File: src/rtl/uart_pkg.sv
// Shared types and constants for the parametrised UART transmitter.
package uart_pkg;

   typedef enum logic [2:0] {
      IDLE,
      START,
      DATA,
      PARITY,
      STOP
   } uart_tx_state_t;

   localparam logic        UART_LINE_IDLE = 1'b1;
   localparam int unsigned UART_MIN_CPB   = 2;

endpackage

File: src/rtl/uart_baud_counter.sv
// Bit-period counter: latches the bit period on load, pulses bitTick on the
// last clock of every bit period while running.
module uart_baud_counter #(
   parameter int unsigned CPB_WIDTH = 32
) (
   input  logic                 clk,
   input  logic                 reset,
   input  logic                 i_load,
   input  logic                 i_run,
   input  logic [CPB_WIDTH-1:0] i_cpb,
   output logic                 bitTick
);
   import uart_pkg::*;

   logic [CPB_WIDTH-1:0] r_cpb;
   logic [CPB_WIDTH-1:0] r_cnt;
   logic [CPB_WIDTH-1:0] w_last;
   logic [CPB_WIDTH-1:0] w_cpb_clamped;

   // Periods shorter than the minimum would leave no room for the wrap cycle.
   assign w_cpb_clamped = (i_cpb < CPB_WIDTH'(UART_MIN_CPB)) ? CPB_WIDTH'(UART_MIN_CPB) : i_cpb;
   assign w_last        = r_cpb - CPB_WIDTH'(1);
   assign bitTick       = i_run && (r_cnt == w_last);

   always_ff @(posedge clk) begin
      if (reset) begin
         r_cpb <= CPB_WIDTH'(UART_MIN_CPB);
         r_cnt <= '0;
      end else if (i_load) begin
         r_cpb <= w_cpb_clamped;
         r_cnt <= '0;
      end else if (i_run) begin
         r_cnt <= bitTick ? '0 : r_cnt + CPB_WIDTH'(1);
      end
   end

endmodule

File: src/rtl/uart_tx_frame.sv
// UART transmitter with configurable width, stop bits and runtime bit period.
// Optional parity support is compiled in with `UART_TX_PARITY_EN.
module uart_tx_frame #(
   parameter int unsigned DATA_WIDTH = 8,
   parameter int unsigned STOP_BITS  = 1,
   parameter int unsigned CPB_WIDTH  = 32
) (
   input  logic                  clk,
   input  logic                  reset,
   input  logic                  txDv,
   input  logic [DATA_WIDTH-1:0] txData,
   input  logic [CPB_WIDTH-1:0]  clocksPerBit,
   input  logic                  parityEn,
   input  logic                  parityOdd,
   output logic                  txReady,
   output logic                  txActive,
   output logic                  txDone,
   output logic                  txSerial,
   output logic [DATA_WIDTH-1:0] txByte
);
   import uart_pkg::*;

   localparam int unsigned IdxW = $clog2(DATA_WIDTH);

   uart_tx_state_t        r_state, w_state_d;
   logic [DATA_WIDTH-1:0] r_shift, w_shift_d;
   logic [DATA_WIDTH-1:0] r_byte, w_byte_d;
   logic [IdxW-1:0]       r_bit_idx, w_bit_idx_d;
   logic                  r_stop_idx, w_stop_idx_d;
   logic                  r_serial, w_serial_d;
   logic                  r_active, w_active_d;
   logic                  r_ready, w_ready_d;
   logic                  r_done, w_done_d;
   logic                  w_accept;
   logic                  w_tick;

`ifdef UART_TX_PARITY_EN
   logic r_par_en, w_par_en_d;
   logic r_par_bit, w_par_bit_d;
`else
   logic w_unused_parity;
   assign w_unused_parity = parityEn ^ parityOdd;
`endif

   assign w_accept = txDv && r_ready;

   uart_baud_counter #(
      .CPB_WIDTH(CPB_WIDTH)
   ) u_baud (
      .clk    (clk),
      .reset  (reset),
      .i_load (w_accept),
      .i_run  (r_active),
      .i_cpb  (clocksPerBit),
      .bitTick(w_tick)
   );

   always_comb begin
      w_state_d    = r_state;
      w_shift_d    = r_shift;
      w_byte_d     = r_byte;
      w_bit_idx_d  = r_bit_idx;
      w_stop_idx_d = r_stop_idx;
      w_serial_d   = r_serial;
      w_active_d   = r_active;
      w_ready_d    = r_ready;
      w_done_d     = 1'b0;
`ifdef UART_TX_PARITY_EN
      w_par_en_d   = r_par_en;
      w_par_bit_d  = r_par_bit;
`endif
      case (r_state)
         IDLE: begin
            if (w_accept) begin
               w_state_d   = START;
               w_shift_d   = txData;
               w_byte_d    = txData;
               w_bit_idx_d = '0;
               w_serial_d  = 1'b0;
               w_active_d  = 1'b1;
               w_ready_d   = 1'b0;
`ifdef UART_TX_PARITY_EN
               w_par_en_d  = parityEn;
               w_par_bit_d = (^txData) ^ parityOdd;
`endif
            end
         end
         START: begin
            if (w_tick) begin
               w_state_d  = DATA;
               w_serial_d = r_shift[0];
            end
         end
         DATA: begin
            if (w_tick) begin
               if (r_bit_idx == IdxW'(DATA_WIDTH - 1)) begin
`ifdef UART_TX_PARITY_EN
                  if (r_par_en) begin
                     w_state_d  = PARITY;
                     w_serial_d = r_par_bit;
                  end else begin
                     w_state_d  = STOP;
                     w_serial_d = UART_LINE_IDLE;
                  end
`else
                  w_state_d  = STOP;
                  w_serial_d = UART_LINE_IDLE;
`endif
                  w_stop_idx_d = 1'b0;
               end else begin
                  // Shift register keeps the next bit at index 1.
                  w_bit_idx_d = r_bit_idx + IdxW'(1);
                  w_shift_d   = r_shift >> 1;
                  w_serial_d  = r_shift[1];
               end
            end
         end
`ifdef UART_TX_PARITY_EN
         PARITY: begin
            if (w_tick) begin
               w_state_d  = STOP;
               w_serial_d = UART_LINE_IDLE;
            end
         end
`endif
         STOP: begin
            if (w_tick) begin
               if (r_stop_idx == 1'(STOP_BITS - 1)) begin
                  w_state_d  = IDLE;
                  w_active_d = 1'b0;
                  w_ready_d  = 1'b1;
                  w_done_d   = 1'b1;
               end else begin
                  w_stop_idx_d = 1'b1;
               end
            end
         end
         default: begin
            w_state_d  = IDLE;
            w_serial_d = UART_LINE_IDLE;
            w_active_d = 1'b0;
            w_ready_d  = 1'b1;
         end
      endcase
   end

   always_ff @(posedge clk) begin
      if (reset) begin
         r_state    <= IDLE;
         r_shift    <= '0;
         r_byte     <= '0;
         r_bit_idx  <= '0;
         r_stop_idx <= 1'b0;
         r_serial   <= UART_LINE_IDLE;
         r_active   <= 1'b0;
         r_ready    <= 1'b1;
         r_done     <= 1'b0;
`ifdef UART_TX_PARITY_EN
         r_par_en   <= 1'b0;
         r_par_bit  <= 1'b0;
`endif
      end else begin
         r_state    <= w_state_d;
         r_shift    <= w_shift_d;
         r_byte     <= w_byte_d;
         r_bit_idx  <= w_bit_idx_d;
         r_stop_idx <= w_stop_idx_d;
         r_serial   <= w_serial_d;
         r_active   <= w_active_d;
         r_ready    <= w_ready_d;
         r_done     <= w_done_d;
`ifdef UART_TX_PARITY_EN
         r_par_en   <= w_par_en_d;
         r_par_bit  <= w_par_bit_d;
`endif
      end
   end

   assign txReady  = r_ready;
   assign txActive = r_active;
   assign txDone   = r_done;
   assign txSerial = r_serial;
   assign txByte   = r_byte;

endmodule

File: config.mk
export PLATFORM = sky130hd
export DESIGN_NAME = uart_tx_frame
export DESIGN_NICKNAME = d
export VERILOG_FILES = /design/src/rtl/uart_pkg.sv /design/src/rtl/uart_baud_counter.sv /design/src/rtl/uart_tx_frame.sv
export SDC_FILE = /design/constraint.sdc
export NUM_CORES = 1
export LEC_CHECK = 0
export CORE_ASPECT_RATIO = 0.9
export CORE_MARGIN = 5
export CORE_UTILIZATION = 60
export CTS_BUF_LIST = sky130_fd_sc_hd__clkbuf_8
export CTS_CLUSTER_SIZE = 12
export DETAILED_ROUTE_END_ITERATION = 12
export GPL_TIMING_DRIVEN = 1
export PLACE_DENSITY = 0.88
export SLEW_MARGIN = 10
export SYNTH_ARGS = -nofsm -noshare
export SYNTH_HDL_FRONTEND = slang
export SYNTH_SLANG_ARGS = --single-unit
export TNS_END_PERCENT = 50
File: constraint.sdc
create_clock -name clk -period 9 [get_ports clk]
set_input_delay 1.8 -clock clk [delete_from_list [all_inputs] [get_ports clk]]
set_output_delay 1.8 -clock clk [all_outputs]
set_load 0.1 [all_outputs]
==> out/metrics.yaml, run 1 <==
critical_path:
  cp.arrival_ns: 4.66
  reg2reg_from: "u_baud.r_cpb[0]"
  worst-path-buf-inv: 1
  crit_chain: "inv_1, ha_1, nor2b_1, and4_1, and4_1, a211oi_1, a211oi_1, a2bb2o_1, nand4b_1, nand2_1, nor2_1"
  crit_path_start: "u_baud.r_cpb[0]"
  worstSetupPathType: "register to register"
  end_kind: "register"
  startpoint_type: "register"
  crit_path_max_fanout: 30
  max_stage_delay_ns: 0.97
  crit_required_ns: 9.20
  critPathTopFamily: "simple AND/OR/NAND/NOR gates"
  critPathSlowestCell: "nand2_1"
finish:
  fillers: 660
  syn_to_final_growth_pct: 14.4
  final_area_mm2: 0.00576
  register_area_mm2: 0.00180
  n_antenna_cell: 0
  post_route_cells_drive_above_1_share_pct: 4.88
  multiInputGateArea_mm2: 0.00304
  nets: 721
drt:
  dr.max_layer_used: "met4"
  drt-met1-wl_mm: 5.76
  dr_total_vias: 4819
  drtIter0Drc: 327
  antenna_left: 0
  wl_met3_um: 814
  wl_met2_mm: 6.35
  dr.pass1.iters: 5
  routed_via_density: 6.22
  drcViolationCount: 0
  routed_wl_mm: 13.2
  wl_per_cell_um: 17.1
place:
  dp_hpwl_mm: 10.0
  gp_congestion: 0.976
  placed_area_mm2: 0.00557
  io_buffers: 54
timing:
  slew_violations: 0
  period_share_pct: 49.5
  rsz0062_at_grt: "no"
  worstMarginPinSlew_ns: 1.09
  fmax_ghz: 0.224
  finalHoldViolCount: 0
  setup_violations: 0
  final.setup_skew_ns: 0.0141
  relSlewSlack_pct: 27.0
  final.min_clock_period_ns: 4.46
  tns_ns: 0
logic_synthesis:
  yosysWarnings: 0
  syn_inst: 637
  ys_seq_area_share_pct: 35.8
  syn_area_mm2: 0.00503
  synth_edf_count: 0
  synth_nets: 686
  ys_ff_latch: 90
  synth-async-reset-ratio_pct: 0
  synth_cell_type_count: 61
  syn_avg_cell_area_um2: 7.90
  ys.flop_type: "dfxtp_1"
grt:
  grt_max_degree: 60
  grt_pass1_wl_mm: 22.1
  globalRoute.totalOverflow: 0
  antenna_found_initial: 0
  grt_usage_pct: 25.7
  grt_pass1_vias: 4610
clock_network:
  cts_made_buffers: 9
  numClockSinks: 90
  cts-resized-gates: 0
  cts_setup_buffers: 0
  cts.htree.levels: 3
  cts_tree: "yes"
  clk_pin_slew_ns: 0.09
  ctsHoldBuffers: 0
  root_buffer: "clkbuf_8"
  clk_latency_ns: 0.37
  clockBufferDepth: 2
floorplanning:
  rows: 31
  die_area_mm2: 0.0103
  dieHeight_um: 96.9
  core-area_mm2: 0.00811
  initial_core_util_pct: 62.1
  die_w_um: 107
  pin_count: 57
pwr:
  ir_worst_vdd_mv: 0.101
  p_per_area_mw_per_mm2: 157
  intPower_w: 0.000614
  pwr-share-comb_pct: 20.8
  power.switching_w: 0.000287
  clockPowerShare_pct: 30.2
  p_sw_share_pct: 31.8
  p_leak_nw: 2.03
  seqPwrFrac_pct: 48.9
job:
  max_cap_violations: 0
run_status:
  status: "finished clean"
hold_path:
  hold_start: "txByte[6]"
  hold_path_class: "register to register"
layer usage:
layer | track usage [%] | up-vias
li1 | - | 2340
met1 | 32.6 | 2250
met2 | 43.4 | 192
met3 | 4.99 | 37
met4 | 9.05 | 0
met5 | 0 | -
layout make-up:
| type | count | area share (%) |
|---|---|---|
| inverters | 16 | 1.04 |
| clock inverters | 6 | 1.17 |
| flip-flops and latches | 90 | 31.3 |
| well taps | 99 | 2.15 |
| multi-input cells | 500 | 52.8 |
| repair buffers | 55 | 9.43 |
| clock buffers | 9 | 2.15 |
registers in the layout (all words and copies together) (netlist names):
name,count
u_baud.r_cnt,32
u_baud.r_cpb,32
r_shift,8
txByte,8
r_bit_idx,3
r_state,3
txActive,1
txDone,1
txReady,1
txSerial,1
logic make-up after synthesis:
logic type	after synthesis	synth area share, %
AOI/OAI and AO/OA	121	15.6
muxes	8	1.59
adders and majority gates	4	0.995
DFF	90	35.8
xor gates and xnor gates	65	11.3
and+or+nand+nor	302	30.9
buffers and inverters	47	3.81
power by group through the flow:
stage          combinational [W]  clock, W  sequential (W)
2_1_floorplan           0.000108         0        0.000468
3_3_place_gp            0.000178         0        0.000448
3_5_place_dp            0.000184         0        0.000449
4_1_cts                 0.000185  0.000278        0.000440
5_1_grt                 0.000203  0.000291        0.000444
6_report                0.000188  0.000273        0.000441
cell usage after synthesis (3+ instances only):
cell | count | area (um^2)
a2111oi_0 | 4 | 35.0
a211o_1 | 5 | 43.8
a211oi_1 | 4 | 30.0
a21oi_1 | 59 | 295
a311oi_1 | 7 | 61.3
a31oi_1 | 7 | 43.8
and2_1 | 6 | 37.5
and3_1 | 6 | 37.5
and4_1 | 9 | 78.8
buf_1 | 7 | 26.3
buf_2 | 3 | 15.0
clkbuf_1 | 19 | 71.3
dfxtp_1 | 90 | 1800
ha_1 | 4 | 50.1
inv_1 | 16 | 60.1
mux2i_1 | 8 | 80.1
nand2_1 | 102 | 383
nand2b_1 | 8 | 50.1
nand3_1 | 21 | 105
nand3b_1 | 4 | 30.0
nand4_1 | 13 | 81.3
nand4b_1 | 4 | 35.0
nor2_1 | 54 | 203
nor2b_1 | 7 | 43.8
nor3_1 | 19 | 95.1
nor4_1 | 21 | 131
nor4_2 | 3 | 37.5
o211ai_1 | 5 | 37.5
o21ai_0 | 10 | 50.1
or2_2 | 3 | 18.8
or3_1 | 9 | 56.3
or4_1 | 3 | 22.5
xnor2_1 | 28 | 245
xor2_1 | 37 | 324
tightest hold or removal path: stages, from the launching register on:
cell     delay, ns
dfxtp_1       0.32
nand2_1       0.05
a21oi_1       0.05
layout by cell type (no fill, tap or decap), types with 2 or more instances in the layout:
cell type,count
or3_1,9
a32o_1,2
nor4_1,21
a2111oi_0,4
and4_1,9
xnor2_1,28
a211oi_1,4
or4_1,3
inv_1,16
mux2i_1,8
a211o_1,5
nand4_1,13
ha_1,4
nor3_1,19
o21ai_0,10
xor2_1,37
a31oi_1,7
a21oi_1,59
nand3_1,21
o311ai_0,2
nand3b_1,4
nand2b_1,8
dfxtp_1,90
o22ai_1,2
a311oi_1,7
nor4_2,3
nand4b_1,4
clkinvlp_4,2
nor2b_1,7
or2_2,3
o211ai_1,5
o31ai_1,2
clkbuf_8,9
a311oi_2,2
nand2_1,102
and2_1,6
clkdlybuf4s50_1,53
and3_1,6
nor2_1,54
stage by stage:
stage | hold WS [ns] | std cells | total power [W] | setup slack, ns | utilization (%)
finish | 0.461 | 775 | 0.000901 | 4.54 | 71.0
global route | 0.480 | 775 | 0.000939 | 4.26 | 71.0
CTS | 0.465 | 775 | 0.000902 | 4.60 | 71.0
detailed placement | 0.450 | 760 | 0.000633 | 4.33 | 68.7
global placement | 0.445 | 760 | 0.000625 | 4.39 | 68.7
floorplan | 0.448 | 637 | 0.000576 | 5.78 | -
final timing paths:
check | end | slack, ns | cells after the start
worst max-delay path | u_baud.r_cnt[3] | 4.54 | 11
worst min-delay path | txByte[6] | 0.46 | 2
worst max register to register | u_baud.r_cnt[3] | 4.54 | 11
worst min register to register | txByte[6] | 0.46 | 2
No activity file was read; power rests on OpenSTA's default activity.
==> run 2: changes to the inputs <==
CORE_UTILIZATION = 58   (was 60)
PLACE_DENSITY = 0.86   (was 0.88)
clock period = 4.6 ns   (was 9 ns; I/O delays follow)
==> run 2 against run 1 <==
Compared with the run above:
- combinational power up 95%
- worst setup slack worse by 3.9 ns
- clock skew up 0.00061 ns
- core utilization down 2.9 points
==> out/metrics.yaml, run 2 (same netlist as run 1, synthesis figures left out) <==
run_status:
  status: "finished clean"
clock_network:
  numClockSinks: 90
  cts_tree: "yes"
  ctsHoldBuffers: 0
  cts-resized-gates: 0
  clk_pin_slew_ns: 0.10
  cts_setup_buffers: 0
  cts_made_buffers: 9
  root_buffer: "clkbuf_8"
  clk_latency_ns: 0.37
  clockBufferDepth: 2
  cts.htree.levels: 3
timing:
  rsz0062_at_grt: "no"
  setup_violations: 0
  tns_ns: 0
  final.setup_skew_ns: 0.0147
  finalHoldViolCount: 0
  fmax_ghz: 0.254
  worstMarginPinSlew_ns: 1.09
  final.min_clock_period_ns: 3.94
  slew_violations: 0
  period_share_pct: 85.6
  relSlewSlack_pct: 27.4
place:
  io_buffers: 54
  gp_congestion: 0.939
  placed_cells: 783
  dp_hpwl_mm: 9.64
floorplanning:
  initial_core_util_pct: 59.0
  die_w_um: 108
  die_area_mm2: 0.0106
  rows: 32
  pin_count: 57
  dieHeight_um: 98.4
  core-area_mm2: 0.00853
drt:
  wl_met3_um: 837
  wl_per_cell_um: 16.0
  routed_wl_mm: 12.8
  drt-met1-wl_mm: 5.59
  dr_total_vias: 4765
  drcViolationCount: 0
  wl_met2_mm: 6.14
  dr.max_layer_used: "met4"
  antenna_left: 0
  routed_via_density: 5.97
  drtIter0Drc: 296
  dr.pass1.iters: 5
pwr:
  ir_worst_vdd_mv: 0.301
  p_per_area_mw_per_mm2: 307
  p_leak_nw: 2.05
critical_path:
  crit_path_max_fanout: 16
  startpoint_type: "register"
  worstSetupPathType: "register to register"
  crit_required_ns: 4.85
  cp.arrival_ns: 4.19
  end_kind: "register"
finish:
  register_area_mm2: 0.00180
  n_antenna_cell: 0
  syn_to_final_growth_pct: 15.6
  multiInputGateArea_mm2: 0.00304
  final_cell_mix: "nand2_1, dfxtp_1, a21oi_1"
  nets: 724
  post_route_cells_drive_above_1_share_pct: 5.30
  fillers: 697
  final_common_cell: "nand2_1"
  top_regs: "u_baud.r_cnt x32, u_baud.r_cpb x32"
  instances_no_fill: 798
grt:
  grt_pass1_vias: 4517
  antenna_found_initial: 0
  grt_pass1_wl_mm: 21.7
  grt_usage_pct: 25.0
  grt_max_degree: 61
  globalRoute.totalOverflow: 0
hold_path:
  hold_path_class: "register to register"
job:
  max_cap_violations: 0
run 2: changes by cell type in the layout (fill, tap and decap cells not counted):
cell | previous run | this run
buf_4 | 1 | 4
clkbuf_8 | 9 | 10
clkinv_2 | 1 | 0
clkinv_4 | 1 | 0
inv_6 | 1 | 2
run 2: metal layers:
metal | track usage (%) | vias up
met5 | 0 | -
met3 | 6.28 | 26
met1 | 32.8 | 2229
met4 | 6.02 | 0
li1 | - | 2351
met2 | 41.3 | 159
run 2: path summary, 6_finish.rpt:
check,endpoint,cells past startpoint,start,slack [ns]
max reg2reg,r_shift[3],11,u_baud.r_cpb[0],0.66
max,r_shift[3],11,u_baud.r_cpb[0],0.66
min reg2reg,txByte[2],2,txByte[2],0.46
min,txByte[2],2,txByte[2],0.46
run 2: where the power goes:
part | internal, W | switching (W)
sequential | 0.000814 | 0.0000479
clock | 0.000267 | 0.000291
combinational | 0.000142 | 0.000225
total | 0.00122 | 0.000564
run 2: area by class of cell:
class                      count  share of cell area, %
tap                          119                   2.56
clock buffer                  10                   2.37
clock inverter                 5                   1.08
sequential                    90                   31.0
inverter                      16                   1.03
multi-input combinational    500                   52.2
timing repair buffer          58                   9.73
run 2: worst max-delay path: stages (launching register included):
cell and delay, ns:
dfxtp_1 0.38, inv_1 0.08, ha_1 0.22, nor2b_1 0.46, nand4_1 0.37, o21ai_0 0.34
nand4_1 0.12, a2111oi_0 0.40, or4b_4 0.56, o21ai_4 0.39, a21oi_1 0.16, a311oi_1 0.34
run 2: per-stage QoR:
| stage | worst slack [ns] | power, W | hold WS [ns] | utilization (%) | instance area [um^2] |
|---|---|---|---|---|---|
| CTS | 0.697 | 0.00179 | 0.466 | 68.2 | 5810 |
| global route | 0.369 | 0.00187 | 0.502 | 68.2 | 5810 |
| global placement | 0.918 | 0.00123 | 0.445 | 65.8 | 5610 |
| floorplan | 1.38 | 0.00113 | 0.448 | - | 5030 |
| finish | 0.661 | 0.00179 | 0.465 | 68.2 | 5810 |
| detailed placement | 0.778 | 0.00124 | 0.455 | 65.8 | 5610 |
